--- src/rtl/redmule_pkg.sv ---
// rtl/redmule_pkg.sv - shared types and default parameters for the RedMulE load/store arbiter
// Purpose : arbitration-mode enum and the default parameter constants used by the
//           arbiter top and its id FIFO.
// Ports   : none (package).
package redmule_pkg;

   typedef enum logic {
      ARB_RR      = 1'b0,   // round-robin over all channels
      ARB_ST_PRIO = 1'b1    // stores first, loads only when no store is eligible
   } arb_mode_e;

   localparam int unsigned NUM_LD_DEF    = 3;
   localparam int unsigned NUM_ST_DEF    = 1;
   localparam int unsigned DW_DEF        = 288;
   localparam int unsigned AW_DEF        = 32;
   localparam int unsigned MAX_OUTST_DEF = 4;

endpackage

--- src/rtl/redmule_ldst_id_fifo.sv ---
// rtl/redmule_ldst_id_fifo.sv - in-order FIFO of load channel ids awaiting a response
// Purpose : remembers which load channel issued each outstanding load so responses,
//           which return in order, can be routed back.
// Ports   : clk, rst (sync, active-high, also used for soft clear),
//           push/push_id (write), pop/pop_id (read head), full, empty, count.
module redmule_ldst_id_fifo
   import redmule_pkg::*;
#(
   parameter int unsigned Depth = MAX_OUTST_DEF,
   parameter int unsigned IdW   = 2
) (
   input  logic                         clk,
   input  logic                         rst,
   input  logic                         push,
   input  logic [IdW-1:0]               push_id,
   input  logic                         pop,
   output logic [IdW-1:0]               pop_id,
   output logic                         full,
   output logic                         empty,
   output logic [$clog2(Depth+1)-1:0]   count
);

   localparam int unsigned PW = (Depth > 1) ? $clog2(Depth) : 1;
   localparam int unsigned CW = $clog2(Depth + 1);

   logic [IdW-1:0] mem_q [Depth];
   logic [PW-1:0]  wr_q, rd_q;
   logic           push_ok, pop_ok;

   assign full    = (count == CW'(Depth));
   assign empty   = (count == '0);
   assign push_ok = push & ~full;
   assign pop_ok  = pop & ~empty;
   assign pop_id  = mem_q[rd_q];

   always_ff @(posedge clk) begin
      if (rst) begin
         wr_q  <= '0;
         rd_q  <= '0;
         count <= '0;
         for (int i = 0; i < int'(Depth); i++) mem_q[i] <= '0;
      end else begin
         if (push_ok) begin
            mem_q[wr_q] <= push_id;
            wr_q        <= (wr_q == PW'(Depth - 1)) ? '0 : wr_q + 1'b1;
         end
         if (pop_ok) rd_q <= (rd_q == PW'(Depth - 1)) ? '0 : rd_q + 1'b1;
         if (push_ok && !pop_ok)      count <= count + 1'b1;
         else if (!push_ok && pop_ok) count <= count - 1'b1;
      end
   end

endmodule

--- src/rtl/redmule_ldst_arbiter.sv ---
// rtl/redmule_ldst_arbiter.sv - arbitrates load/store channels onto one TCDM port
// Purpose : picks one requesting channel per cycle (round-robin or store priority),
//           holds it while the memory stalls, and routes in-order load responses back.
// Ports   : clk_i, rst_i (sync, active-high), clear_i (soft clear), mode_i;
//           ch_req_i/ch_gnt_o/ch_add_i per channel, ch_data_i/ch_be_i per store channel;
//           ch_r_valid_o per load channel, ch_r_data_o shared; tcdm_* memory port;
//           outst_o outstanding loads, busy_o, err_o sticky stray-response flag.
module redmule_ldst_arbiter
   import redmule_pkg::*;
#(
   parameter int unsigned NumLd    = NUM_LD_DEF,
   parameter int unsigned NumSt    = NUM_ST_DEF,
   parameter int unsigned DW       = DW_DEF,
   parameter int unsigned AW       = AW_DEF,
   parameter int unsigned MaxOutst = MAX_OUTST_DEF
) (
   input  logic                              clk_i,
   input  logic                              rst_i,
   input  logic                              clear_i,
   input  logic                              mode_i,
   input  logic [NumLd+NumSt-1:0]            ch_req_i,
   output logic [NumLd+NumSt-1:0]            ch_gnt_o,
   input  logic [(NumLd+NumSt)*AW-1:0]       ch_add_i,
   input  logic [NumSt*DW-1:0]               ch_data_i,
   input  logic [NumSt*(DW/8)-1:0]           ch_be_i,
   output logic [NumLd-1:0]                  ch_r_valid_o,
   output logic [DW-1:0]                     ch_r_data_o,
   output logic                              tcdm_req_o,
   input  logic                              tcdm_gnt_i,
   output logic [AW-1:0]                     tcdm_add_o,
   output logic                              tcdm_wen_o,
   output logic [DW-1:0]                     tcdm_data_o,
   output logic [DW/8-1:0]                   tcdm_be_o,
   input  logic                              tcdm_r_valid_i,
   input  logic [DW-1:0]                     tcdm_r_data_i,
   output logic [$clog2(MaxOutst+1)-1:0]     outst_o,
   output logic                              busy_o,
   output logic                              err_o
);

   localparam int unsigned N  = NumLd + NumSt;
   localparam int unsigned IW = (N > 1) ? $clog2(N) : 1;
   localparam int unsigned BW = DW / 8;

   logic [IW-1:0] rr_ptr_q, lock_id_q, sel_id, win_id, head_id;
   logic          lock_q, err_q, sel_valid, active, done, win_st, push, resp;
   logic          soft_rst, fifo_full, fifo_empty;
   logic [AW-1:0] add_q;
   logic [DW-1:0] data_q;
   logic [BW-1:0] be_q;
   logic [N-1:0]  elig, cand;

   // Requests are suppressed during reset/clear so nothing is issued whose id
   // would be dropped by the FIFO flush.
   assign soft_rst = rst_i | clear_i;

   // Eligibility and rotating first-fit selection starting at rr_ptr.
   always_comb begin
      int idx;
      idx       = 0;
      elig      = '0;
      sel_valid = 1'b0;
      sel_id    = '0;
      for (int i = 0; i < int'(N); i++)
         elig[i] = ch_req_i[i] & ((i >= int'(NumLd)) | ~fifo_full);
      cand = elig;
      if (arb_mode_e'(mode_i) == ARB_ST_PRIO && |(elig >> NumLd))
         cand = (elig >> NumLd) << NumLd;
      for (int k = 0; k < int'(N); k++) begin
         idx = int'(rr_ptr_q) + k;
         if (idx >= int'(N)) idx = idx - int'(N);
         if (!sel_valid && cand[idx]) begin
            sel_valid = 1'b1;
            sel_id    = IW'(idx);
         end
      end
   end

   assign active = ~soft_rst & (lock_q | sel_valid);
   assign win_id = lock_q ? lock_id_q : sel_id;
   assign win_st = (32'(win_id) >= NumLd);
   assign done   = active & tcdm_gnt_i;
   assign push   = done & ~win_st;

   // Memory-side request: registered copy while locked, live channel otherwise.
   always_comb begin
      tcdm_req_o  = active;
      tcdm_add_o  = '0;
      tcdm_wen_o  = 1'b0;
      tcdm_data_o = '0;
      tcdm_be_o   = '1;
      ch_gnt_o    = '0;
      if (active) begin
         tcdm_wen_o = ~win_st;
         if (lock_q) begin
            tcdm_add_o  = add_q;
            tcdm_data_o = data_q;
            tcdm_be_o   = be_q;
         end else begin
            for (int i = 0; i < int'(N); i++)
               if (sel_id == IW'(i)) tcdm_add_o = ch_add_i[i*AW +: AW];
            for (int s = 0; s < int'(NumSt); s++)
               if (sel_id == IW'(int'(NumLd) + s)) begin
                  tcdm_data_o = ch_data_i[s*DW +: DW];
                  tcdm_be_o   = ch_be_i[s*BW +: BW];
               end
         end
         for (int i = 0; i < int'(N); i++)
            ch_gnt_o[i] = tcdm_gnt_i & (win_id == IW'(i));
      end
   end

   // Responses return in order; the FIFO head names the owning load channel.
   assign resp = ~soft_rst & tcdm_r_valid_i & ~fifo_empty;

   always_comb begin
      ch_r_valid_o = '0;
      for (int i = 0; i < int'(NumLd); i++)
         ch_r_valid_o[i] = resp & (head_id == IW'(i));
      ch_r_data_o = resp ? tcdm_r_data_i : '0;
   end

   always_ff @(posedge clk_i) begin
      if (soft_rst) begin
         rr_ptr_q  <= '0;
         lock_q    <= 1'b0;
         lock_id_q <= '0;
         add_q     <= '0;
         data_q    <= '0;
         be_q      <= '1;
         err_q     <= 1'b0;
      end else begin
         if (done) begin
            rr_ptr_q <= (win_id == IW'(N - 1)) ? '0 : win_id + 1'b1;
            lock_q   <= 1'b0;
         end else if (active) begin
            // Stalled: freeze the winner and its payload until the grant.
            lock_q    <= 1'b1;
            lock_id_q <= win_id;
            add_q     <= tcdm_add_o;
            data_q    <= tcdm_data_o;
            be_q      <= tcdm_be_o;
         end
         if (tcdm_r_valid_i && fifo_empty) err_q <= 1'b1;
      end
   end

   redmule_ldst_id_fifo #(
      .Depth (MaxOutst),
      .IdW   (IW)
   ) i_id_fifo (
      .clk     (clk_i),
      .rst     (soft_rst),
      .push    (push),
      .push_id (win_id),
      .pop     (resp),
      .pop_id  (head_id),
      .full    (fifo_full),
      .empty   (fifo_empty),
      .count   (outst_o)
   );

   assign err_o  = err_q;
   assign busy_o = (outst_o != '0) | tcdm_req_o;

endmodule

--- config.mk ---
export PLATFORM = sky130hd
export DESIGN_NAME = redmule_ldst_arbiter
export DESIGN_NICKNAME = d
export VERILOG_FILES = /design/src/rtl/redmule_pkg.sv /design/src/rtl/redmule_ldst_id_fifo.sv /design/src/rtl/redmule_ldst_arbiter.sv
export SDC_FILE = /design/constraint.sdc
export NUM_CORES = 1
export LEC_CHECK = 0
export BUFFER_PORTS_ARGS = -buffer_cell sky130_fd_sc_hd__buf_2
export CORE_AREA = 2 2 545 547
export DETAILED_ROUTE_END_ITERATION = 10
export DIE_AREA = 0 0 547 549
export GPL_TIMING_DRIVEN = 0
export PLACE_DENSITY = 0.34
export SLEW_MARGIN = 10
export SYNTH_ARGS = -nofsm -noshare
export SYNTH_HDL_FRONTEND = slang
export SYNTH_SLANG_ARGS = --single-unit
--- constraint.sdc ---
create_clock -name clk_i -period 7.15 [get_ports clk_i]
set_clock_uncertainty 0.2 [all_clocks]
set_input_delay 1.43 -clock clk_i [delete_from_list [all_inputs] [get_ports clk_i]]
set_output_delay 1.43 -clock clk_i [all_outputs]
set_load 0.05 [all_outputs]
==> results of run 1 <==
[flip-flops by register name, summed over array words and instances (netlist names), named ones only]
register and count:
lock_id_q 2, lock_q 1, err_o 1, i_id_fifo.count 3, i_id_fifo.mem_q 8, i_id_fifo.rd_q 2, be_q 36, add_q 32
rr_ptr_q 2, i_id_fifo.wr_q 2, data_q 288
[metrics by stage]
step	utilization (%)	cells	cell area (um2)	total power, mW	hold slack, ns
4_1_cts	11.6	7796	34100	6.74	0.259
3_3_place_gp	11.0	7700	32300	3.98	0.239
6_report	11.6	7865	34300	6.62	0.253
3_5_place_dp	11.0	7704	32400	3.99	0.245
2_1_floorplan	-	2355	20400	3.14	0.233
5_1_grt	11.6	7834	34200	6.89	0.265
[where the power goes]
group	internal (mW)	leakage, nW	switching, mW
logic	0.466	10.8	1.25
clock network	1.53	0.822	1.16
registers	2.18	3.09	0.0320
[routing by layer]
layer  GRT usage [%]  up-vias  share of wire [%]
met5               0        -              0.096
met1            14.6    13103                 35
met3            5.38      480                9.2
met2            25.7     1606                 49
li1                -    11816                  -
met4            6.80       34                5.8
[cells by family (layout without fill, tap and decap cells)]
logic type                 count (synthesis)  in the layout
buffers and inverters                    281           1783
other                                      0             69
and+or+nand+nor                          819            819
adders and majority gates                  8              8
xor gates and xnor gates                   2              2
AOI/OAI and AO/OA                        850            850
DFF                                      379            379
muxes                                     16             16
[area by class of cell]
type | count | area share, %
multi-input cells | 1695 | 33.2
flip-flops and latches | 379 | 22.4
repair buffers | 1410 | 20.8
well taps | 3939 | 14.4
clock buffers | 76 | 4.38
plain buffers | 269 | 3.74
clock inverters | 16 | 0.558
diodes | 69 | 0.503
inverters | 12 | 0.131
[worst min-delay path by stage]
stage,endpoint,from,cells past startpoint
floorplan,add_q[0],add_q[0],1
global placement,add_q[28],add_q[28],1
detailed placement,add_q[17],add_q[17],1
CTS,add_q[8],add_q[8],1
global route,add_q[19],add_q[19],1
finish,add_q[19],add_q[19],1
[layout by cell type (no fill, tap or decap), types with 12 or more instances in the layout]
cell       Yosys  final
nor3_1        13     13
a32o_1        28     28
nand2_1       47     47
a22oi_1      289    289
mux2i_1       12     12
o22ai_1       46     46
buf_2         55   1461
clkbuf_16      0     53
a21oi_1       22     22
a22o_1       294    294
o211ai_1      26     26
o22a_1        36     36
clkbuf_1     171    177
diode_2        0     69
nor2_1       304    302
nand4b_1      23     23
o21ai_0       55     55
and3_1        27     27
nor2b_1       24     24
and2_1       290    290
and4_1        22     22
buf_1         14     14
a221oi_1      22     22
nand2b_1      27     27
buf_6         23     23
dfxtp_1      371    371
nand4_1       23     23
==> qor.txt, run 1 <==
GR Util All Layers - 14.3%
CP Class - in2out
Yosys reg bits - 379
CTS tree - done
Static Leakage - 14.7 nW
H-tree levels - 2
FF-to-FF End - i_id_fifo.count[2]
total grt overflow - 0
remaining antenna violation count after routing - 0
Placer Congestion - 0.989
slowest cell delay on critical path - 0.82 ns
Hold Vio Cnt, Final - 0
simple-gate portion of the synthesized area - 21.5%
area of the multi-input gates - 11,400 um2
multiplexer share of the synthesized area - 0.977%
share of the synthesized area in the top cell type - 36.5%
largest vdd supply drop - 0.000183 V
Vias - 27.0k
drt drc - 0
# port buffers - 1,406
CP startpoint kind - primary input
fraction of layout cells with a size suffix above 1 - 41.4%
fin crit period - 7.06 ns
Synth area leader - dfxtp_1
crit-path cells - buf_2 -> clkbuf_1 -> nor2_1 -> o21ai_0 -> o21a_1 -> nor2_4 -> buf_12 -> clkbuf_1 -> clkbuf_1 -> a22oi_1 -> nor2_1 -> buf_2
setup TNS - 0 ns
Final setup viols - 0
CP delay by family, top - buffers and inverters
critical path peak fanout - 10
largest cells by area after synthesis - dfxtp_1, a22o_1, a22oi_1, and2_1, nor2_1
Starting DRT DRC Count - 2,075
Rows - 200
initial antenna violation count - 195
post-synthesis cell area - 20,400 um2
Final period util - 98.7%
core box area - 295,000 um2
clk buf depth - 3
drt pass-1 iters - 5
Critical Path AT - 5.43 ns
post-synthesis sequential area ratio - 37.7%
Critical-path top delay cell - clkbuf_1
Critical Path RT - 5.52 ns
pwr dens - 193 nW/um2
area growth from synthesis to layout - 68.5%
r2r startpoint - i_id_fifo.count[0]
Worst path depth - 12
Post-synth top cells - dfxtp_1, nor2_1, a22o_1
CP Capture Type - output pin
warnings from Yosys - 0
XOR/XNOR Fraction of Synth Area - 0.0861%
Reg clk slew, reported paths - 0.05 ns
# resized after CTS - 0
Worst Reg-to-Reg Cells - 17
hold-fix buffers at CTS - 0
NumNets Final - 4,578
CP most frequent cell - clkbuf_1
Synth Instances - 2,355
post-CTS setup buffers - 0
Post-Syn Nets - 3,113
Slew @ Worst Pin - 1.52 ns
Final HPWL DP - 200,000 um
Sequential Area - 7670 um2
Num Clock Sinks - 379
Root Driver - clkbuf_16
HP Class - reg2reg
final wirelength - 227,000 um
max-slew violations - 1
largest family of logic cells by synthesized area - compound AO/OA/AOI/OAI gates
most used flip-flop cell after synthesis - dfxtp_1
Starting Density - 6.90%
Die Y-Extent - 549 um
cts bufs inserted - 53
Worst-Skew Late Latency - 0.71 ns
Max-Cap Viols - 0
Worst slew margin - -1.00%
global-route wire length before repair - 283,000 um
R2R Setup Slk - 1.34 ns
failing checks - slew limit
Distinct cells, synth - 62
Bufs and invs on worst path - 6
Die Span X - 547 um
final setup margin - 0.0904 ns
die area - 300,000 um2
Vias/cell - 3.44
achievable frequency - 0.142 GHz
post-synthesis adder-cell area fraction - 0.529%
WL/cell - 28.9 um
FFs w/ async S/R, synth - 0%
outcome - finished, violations left
pin count of the biggest net entering global routing - 16
RSZ-0062 raised after global routing - no
Critical Path Start - ch_req_i[1]
vias in the first global route - 26.5k
Post-synth EDFFs - 8
pre-CTS WS - 0.109 ns
Synth Area in Compound Gates - 32.8%
fillers - 34.4k
top-count cell post-synth - dfxtp_1
Avg Synthesized Cell Area - 8.64 um2
IO Count - 1,408
end of the critical path - tcdm_data_o[169]
Power figures use the tool's default switching activity.
==> run 2, diff against run 1 <==
- PLACE_DENSITY: 0.34 -> 0.3
==> qor.txt, run 2 (synthesized netlist as in run 1, its figures left out) <==
outcome - finished clean (was finished, violations left)
core box area - 295,000 um2 (unchanged)
commonest non-fill, non-tap cell in the layout - buf_2 (unchanged)
combinational share of power - 24.3% (was 25.9%)
Die Y-Extent - 549 um (unchanged)
Non-Filler Instances - 7,961 (was 7,865)
post-CTS setup buffers - 0 (unchanged)
Root Driver - clkbuf_16 (unchanged)
initial antenna violation count - 201 (was 195)
setup TNS - 0 ns (unchanged)
Final setup viols - 0 (unchanged)
Critical Path Start - ch_req_i[1] (unchanged)
CP Class - in2out (unchanged)
global-route wire length before repair - 287,000 um (was 283,000 um)
max-slew violations - 0 (was 1)
Slew @ Worst Pin - 1.15 ns (was 1.52 ns)
IO Count - 1,408 (unchanged)
Met3 Wirelength - 20,100 um (was 21,000 um)
dpl cells - 7,706 (was 7,704)
cts bufs inserted - 58 (was 53)
drt drc - 0 (unchanged)
total grt overflow - 0 (unchanged)
final wirelength - 230,000 um (was 227,000 um)
CP Capture Type - output pin (unchanged)
die area - 300,000 um2 (unchanged)
Regs by FF count - data_q (288), be_q (36), add_q (32) (unchanged)
Final HPWL DP - 204,000 um (was 200,000 um)
Worst slew margin - 23.0% (was -1.00%)
Pint - 4.48 mW (was 4.17 mW)
Static Leakage - 14.9 nW (was 14.7 nW)
CP startpoint kind - primary input (unchanged)
NumNets Final - 4,585 (was 4,578)
r2r startpoint - i_id_fifo.count[0] (unchanged)
Final period util - 95.4% (was 98.7%)
pin count of the biggest net entering global routing - 16 (unchanged)
Num Clock Sinks - 379 (unchanged)
Vias - 27.2k (was 27.0k)
Hold Vio Cnt, Final - 0 (unchanged)
CTS tree - done (unchanged)
area growth from synthesis to layout - 71.2% (was 68.5%)
# port buffers - 1,406 (unchanged)
fin crit period - 6.82 ns (was 7.06 ns)
HP Class - reg2reg (unchanged)
vias in the first global route - 26.5k (about the same)
Vias/cell - 3.42 (was 3.44)
pwr dens - 201 nW/um2 (was 193 nW/um2)
fraction of layout cells with a size suffix above 1 - 41.7% (was 41.4%)
GR Util All Layers - 14.6% (was 14.3%)
Die Span X - 547 um (unchanged)
achievable frequency - 0.147 GHz (was 0.142 GHz)
final setup margin - 0.327 ns (was 0.0904 ns)
clk buf depth - 3 (unchanged)
Rows - 200 (unchanged)
Tot Pwr - 7.01 mW (was 6.62 mW)
worst hold margin - 0.254 ns (was 0.253 ns)
Clock power frac - 44.1% (was 40.6%)
Placer Congestion - 0.961 (was 0.989)
largest vdd supply drop - 0.000183 V (about the same)
WL/cell - 28.9 um (about the same)
Reg clk slew, reported paths - 0.06 ns (was 0.05 ns)
DR top layer - met5 (unchanged)
remaining antenna violation count after routing - 0 (unchanged)
max reg flops - 288 (unchanged)
power share of the sequential group - 31.6% (was 33.4%)
most frequent cells in the layout - buf_2, dfxtp_1, nor2_1 (unchanged)
H-tree levels - 2 (unchanged)
Starting Density - 6.90% (unchanged)
Reg with most FFs - data_q (unchanged)
Starting DRT DRC Count - 1,967 (was 2,075)
HP Start - add_q[12] (was add_q[19])
met1 wire length - 78,400 um (was 80,500 um)
Worst-Skew Late Latency - 0.70 ns (was 0.71 ns)
RSZ-0062 raised after global routing - no (unchanged)
metal2 WL - 120,000 um (was 112,000 um)
sw frac - 36.1% (was 36.9%)
Critical Path RT - 5.52 ns (about the same)
Critical Path AT - 5.19 ns (was 5.43 ns)
P_sw - 2.53 mW (was 2.44 mW)
critical path peak fanout - 10 (unchanged)
pre-CTS WS - -0.0941 ns (was 0.109 ns)
Max-Cap Viols - 0 (unchanged)
drt pass-1 iters - 5 (unchanged)
run 2: changes by cell type in the layout (fill, tap and decap cells not counted), sizes merged:
cell | before | now
diode | 69 | 146
buf | 1508 | 1509
inv | 13 | 17
clkbuf | 247 | 258
bufinv | 2 | 5
run 2: metal layers:
metal | GRT usage [%] | up-vias
met2 | 27.0 | 1522
met1 | 14.5 | 13267
met4 | 6.59 | 52
met3 | 5.07 | 455
li1 | - | 11940
met5 | 0 | -
run 2: critical path: stages:
cell      delay (ns)
buf_2           0.12
clkbuf_1        0.23
nor2_1          0.16
o21ai_0         0.11
o21a_1          0.30
nor2_4          0.42
buf_16          0.20
clkbuf_1        0.68
clkbuf_1        0.46
a22oi_1         0.14
nor2_1          0.50
buf_2           0.40
run 2: repair_timing:
action | in CTS | in global routing
gates resized for setup | 2 | 1
endpoints found under the setup margin | 5 | 2
hold buffers | 0 | 0
cloned | 0 | 0
run 2: cell type report:
| cell class | count | area [um2] |
|---|---|---|
| diodes | 146 | 365 |
| plain buffers | 269 | 1290 |
| clock buffers | 86 | 1710 |
| clock inverters | 23 | 278 |
| fillers | 34458 | 260000 |
| inverters | 12 | 45.0 |
| multi-input cells | 1695 | 11400 |
| flip-flops and latches | 379 | 7670 |
| well taps | 3939 | 4930 |
| repair buffers | 1412 | 7170 |
run 2: power by group through the flow:
stage / clock (mW) / combinational [mW] / sequential, mW
floorplan: 0 / 0.887 / 2.25
global placement: 0 / 1.72 / 2.26
detailed placement: 0 / 1.73 / 2.26
CTS: 3.23 / 1.73 / 2.21
global route: 3.29 / 1.82 / 2.22
finish: 3.09 / 1.70 / 2.21
run 2: worst paths after layout:
| check | slack, ns | end | depth (start not counted) |
|---|---|---|---|
| worst max-delay path | 0.33 | tcdm_data_o[228] | 12 |
| worst min-delay path | 0.25 | add_q[12] | 1 |
| worst max register to register | 1.55 | i_id_fifo.count[2] | 17 |
| worst min register to register | 0.25 | add_q[12] | 1 |
run 2: through the flow:
stage          utilization (%)  area, um2
3_5_place_dp              11.0      32500
2_1_floorplan                -      20400
5_1_grt                   11.8      34700
6_report                  11.8      34800
3_3_place_gp              11.0      32300
4_1_cts                   11.7      34500
==> run 3, diff against run 2 <==
==> constraint.sdc (replaced) <==
create_clock -name clk_i -period 7.15 [get_ports clk_i]
set_clock_uncertainty 0.2 [all_clocks]
set_input_delay 0.715 -clock clk_i [delete_from_list [all_inputs] [get_ports clk_i]]
set_output_delay 0.715 -clock clk_i [all_outputs]
set_load 0.05 [all_outputs]
==> qor.txt, run 3 (synthesized netlist as in run 1, its figures left out) <==
Vias/cell - 3.41 (was 3.42)
Final period util - 83.2% (was 95.4%)
Vias - 28.2k (was 27.2k)
cts bufs inserted - 58 (unchanged)
drt pass-1 iters - 5 (unchanged)
vias in the first global route - 27.8k (was 26.5k)
Num Clock Sinks - 379 (unchanged)
core box area - 295,000 um2 (unchanged)
commonest non-fill, non-tap cell in the layout - buf_2 (unchanged)
CTS tree - done (unchanged)
setup TNS - 0 ns (unchanged)
Critical Path RT - 6.23 ns (was 5.52 ns)
NumNets Final - 4,875 (was 4,585)
most frequent cells in the layout - buf_2, dfxtp_1, nor2_1 (unchanged)
Slew @ Worst Pin - 1.16 ns (was 1.15 ns)
achievable frequency - 0.168 GHz (was 0.147 GHz)
Regs by FF count - data_q (288), be_q (36), add_q (32) (unchanged)
M2 GR Usage - 27.1% (was 27.0%)
Max-Cap Viols - 0 (unchanged)
largest vdd supply drop - 0.000183 V (about the same)
Starting Density - 6.90% (unchanged)
Die Y-Extent - 549 um (unchanged)
Reg clk slew, reported paths - 0.06 ns (about the same)
RSZ-0062 raised after global routing - no (unchanged)
IO Count - 1,408 (unchanged)
initial antenna violation count - 162 (was 201)
Reg with most FFs - data_q (unchanged)
pwr dens - 190 nW/um2 (was 201 nW/um2)
Die Span X - 547 um (unchanged)
Worst Reg-to-Reg Cells - 17 (unchanged)
max reg flops - 288 (unchanged)
drt drc - 0 (unchanged)
Hold Vio Cnt, Final - 0 (unchanged)
Final setup viols - 0 (unchanged)
Critical Path AT - 5.03 ns (was 5.19 ns)
max-slew violations - 0 (unchanged)
CP startpoint kind - flop (was primary input)
fin util - 12.8% (was 11.8%)
M1 GR Usage - 14.8% (was 14.5%)
remaining antenna violation count after routing - 0 (unchanged)
CP Capture Type - output pin (unchanged)
crit-path cells - nor3b_4 -> o21ai_0 -> o21a_1 -> nor2_4 -> buf_16 -> clkbuf_1 -> clkbuf_1 -> a22oi_1 -> nor2_1 -> buf_2 (was buf_2 -> clkbuf_1 -> nor2_1 -> o21ai_0 -> o21a_1 -> nor2_4 -> buf_16 -> clkbuf_1 -> clkbuf_1 -> a22oi_1 -> nor2_1 -> buf_2)
H-tree levels - 2 (unchanged)
Worst slew margin - 22.6% (was 23.0%)
pin count of the biggest net entering global routing - 16 (unchanged)
WL/cell - 28.0 um (was 28.9 um)
HP Class - in2reg (was reg2reg)
hold-fix buffers at CTS - 290 (was 0)
pre-CTS WS - 1.34 ns (was -0.0941 ns)
Static Leakage - 16.1 nW (was 14.9 nW)
die area - 300,000 um2 (unchanged)
Placer Congestion - 0.961 (unchanged)
Rows - 200 (unchanged)
Tot Pwr - 7.15 mW (was 7.01 mW)
fin crit period - 5.95 ns (was 6.82 ns)
met3 GRT Util - 4.62% (was 5.07%)
CP Class - reg2out (was in2out)
WHS Path Cells - 2 (was 1)
Root Driver - clkbuf_16 (unchanged)
final setup margin - 1.20 ns (was 0.327 ns)
clk buf depth - 3 (unchanged)
total grt overflow - 0 (unchanged)
Worst-Skew Late Latency - 0.69 ns (was 0.70 ns)
# port buffers - 1,406 (unchanged)
outcome - finished clean (unchanged)
fraction of layout cells with a size suffix above 1 - 38.8% (was 41.7%)
critical path peak fanout - 10 (unchanged)
final wirelength - 231,000 um (was 230,000 um)
# resized after CTS - 0 (was 2)
Starting DRT DRC Count - 1,984 (was 1,967)
Most Crowded Layer GR - met2 (unchanged)
Final HPWL DP - 204,000 um (unchanged)
global-route wire length before repair - 290,000 um (was 287,000 um)
Critical-path top delay cell - clkbuf_1 (unchanged)
post-CTS setup buffers - 0 (unchanged)
area growth from synthesis to layout - 85.4% (was 71.2%)
CP most frequent cell - clkbuf_1 (unchanged)
GR Util All Layers - 14.6% (about the same)
slowest cell delay on critical path - 0.74 ns (was 0.68 ns)
## run 3: cell types whose count changed in the layout (fill, tap and decap cells not counted), sizes merged
| cell | previous run | this run |
|---|---|---|
| diode | 146 | 144 |
| dlygate4sd3 | 0 | 290 |
| buf | 1509 | 1510 |
| clkbuf | 258 | 257 |
## run 3: area by class of cell
| cell class | instances | area (um2) |
|---|---|---|
| Antenna cell | 144 | 360 |
| Inverter | 12 | 45.0 |
| Multi-Input combinational cell | 1695 | 11400 |
| Timing Repair Buffer | 1702 | 10100 |
| Buffer | 269 | 1280 |
| Sequential cell | 379 | 7670 |
| Tap cell | 3939 | 4930 |
| Fill cell | 34372 | 257000 |
| Clock inverter | 23 | 278 |
| Clock buffer | 86 | 1710 |
## run 3: final timing paths
kind | start | end | slack (ns)
setup / recovery | i_id_fifo.count[2] | tcdm_data_o[65] | 1.20
hold / removal | ch_data_i[177] | data_q[177] | 0.09
setup reg to reg | i_id_fifo.count[0] | i_id_fifo.count[2] | 1.44
hold reg to reg | add_q[12] | add_q[12] | 0.25
## run 3: where the power goes
part	internal (mW)	total [mW]	switching [mW]
sequential	2.18	2.21	0.0320
clock	1.83	3.09	1.26
combinational	0.571	1.85	1.28
## run 3: worst max-delay path, delay by kind of cell (launching register included)
family	cells	cell delay (ns)
AO/OA/AOI/OAI	3	0.66
buffers and inverters	4	1.79
flip-flops	1	0.41
AND/OR/NAND/NOR	3	1.42
## run 3: metrics by stage
step	cells	instance area (um2)	hold WS, ns
2_1_floorplan	2355	20400	0.233
4_1_cts	8105	37400	0.000859
6_report	8249	37700	0.0868
3_3_place_gp	7700	32300	0.239
3_5_place_dp	7706	32500	0.245
5_1_grt	8220	37700	0.0289
## run 3: metal layers
metal  routed length [um]  vias to the layer above
li1                     -                    12500
met1                80300                    13773
met2               119000                     1467
met3                18700                      396
met4                12600                       16
met5                   93                        -
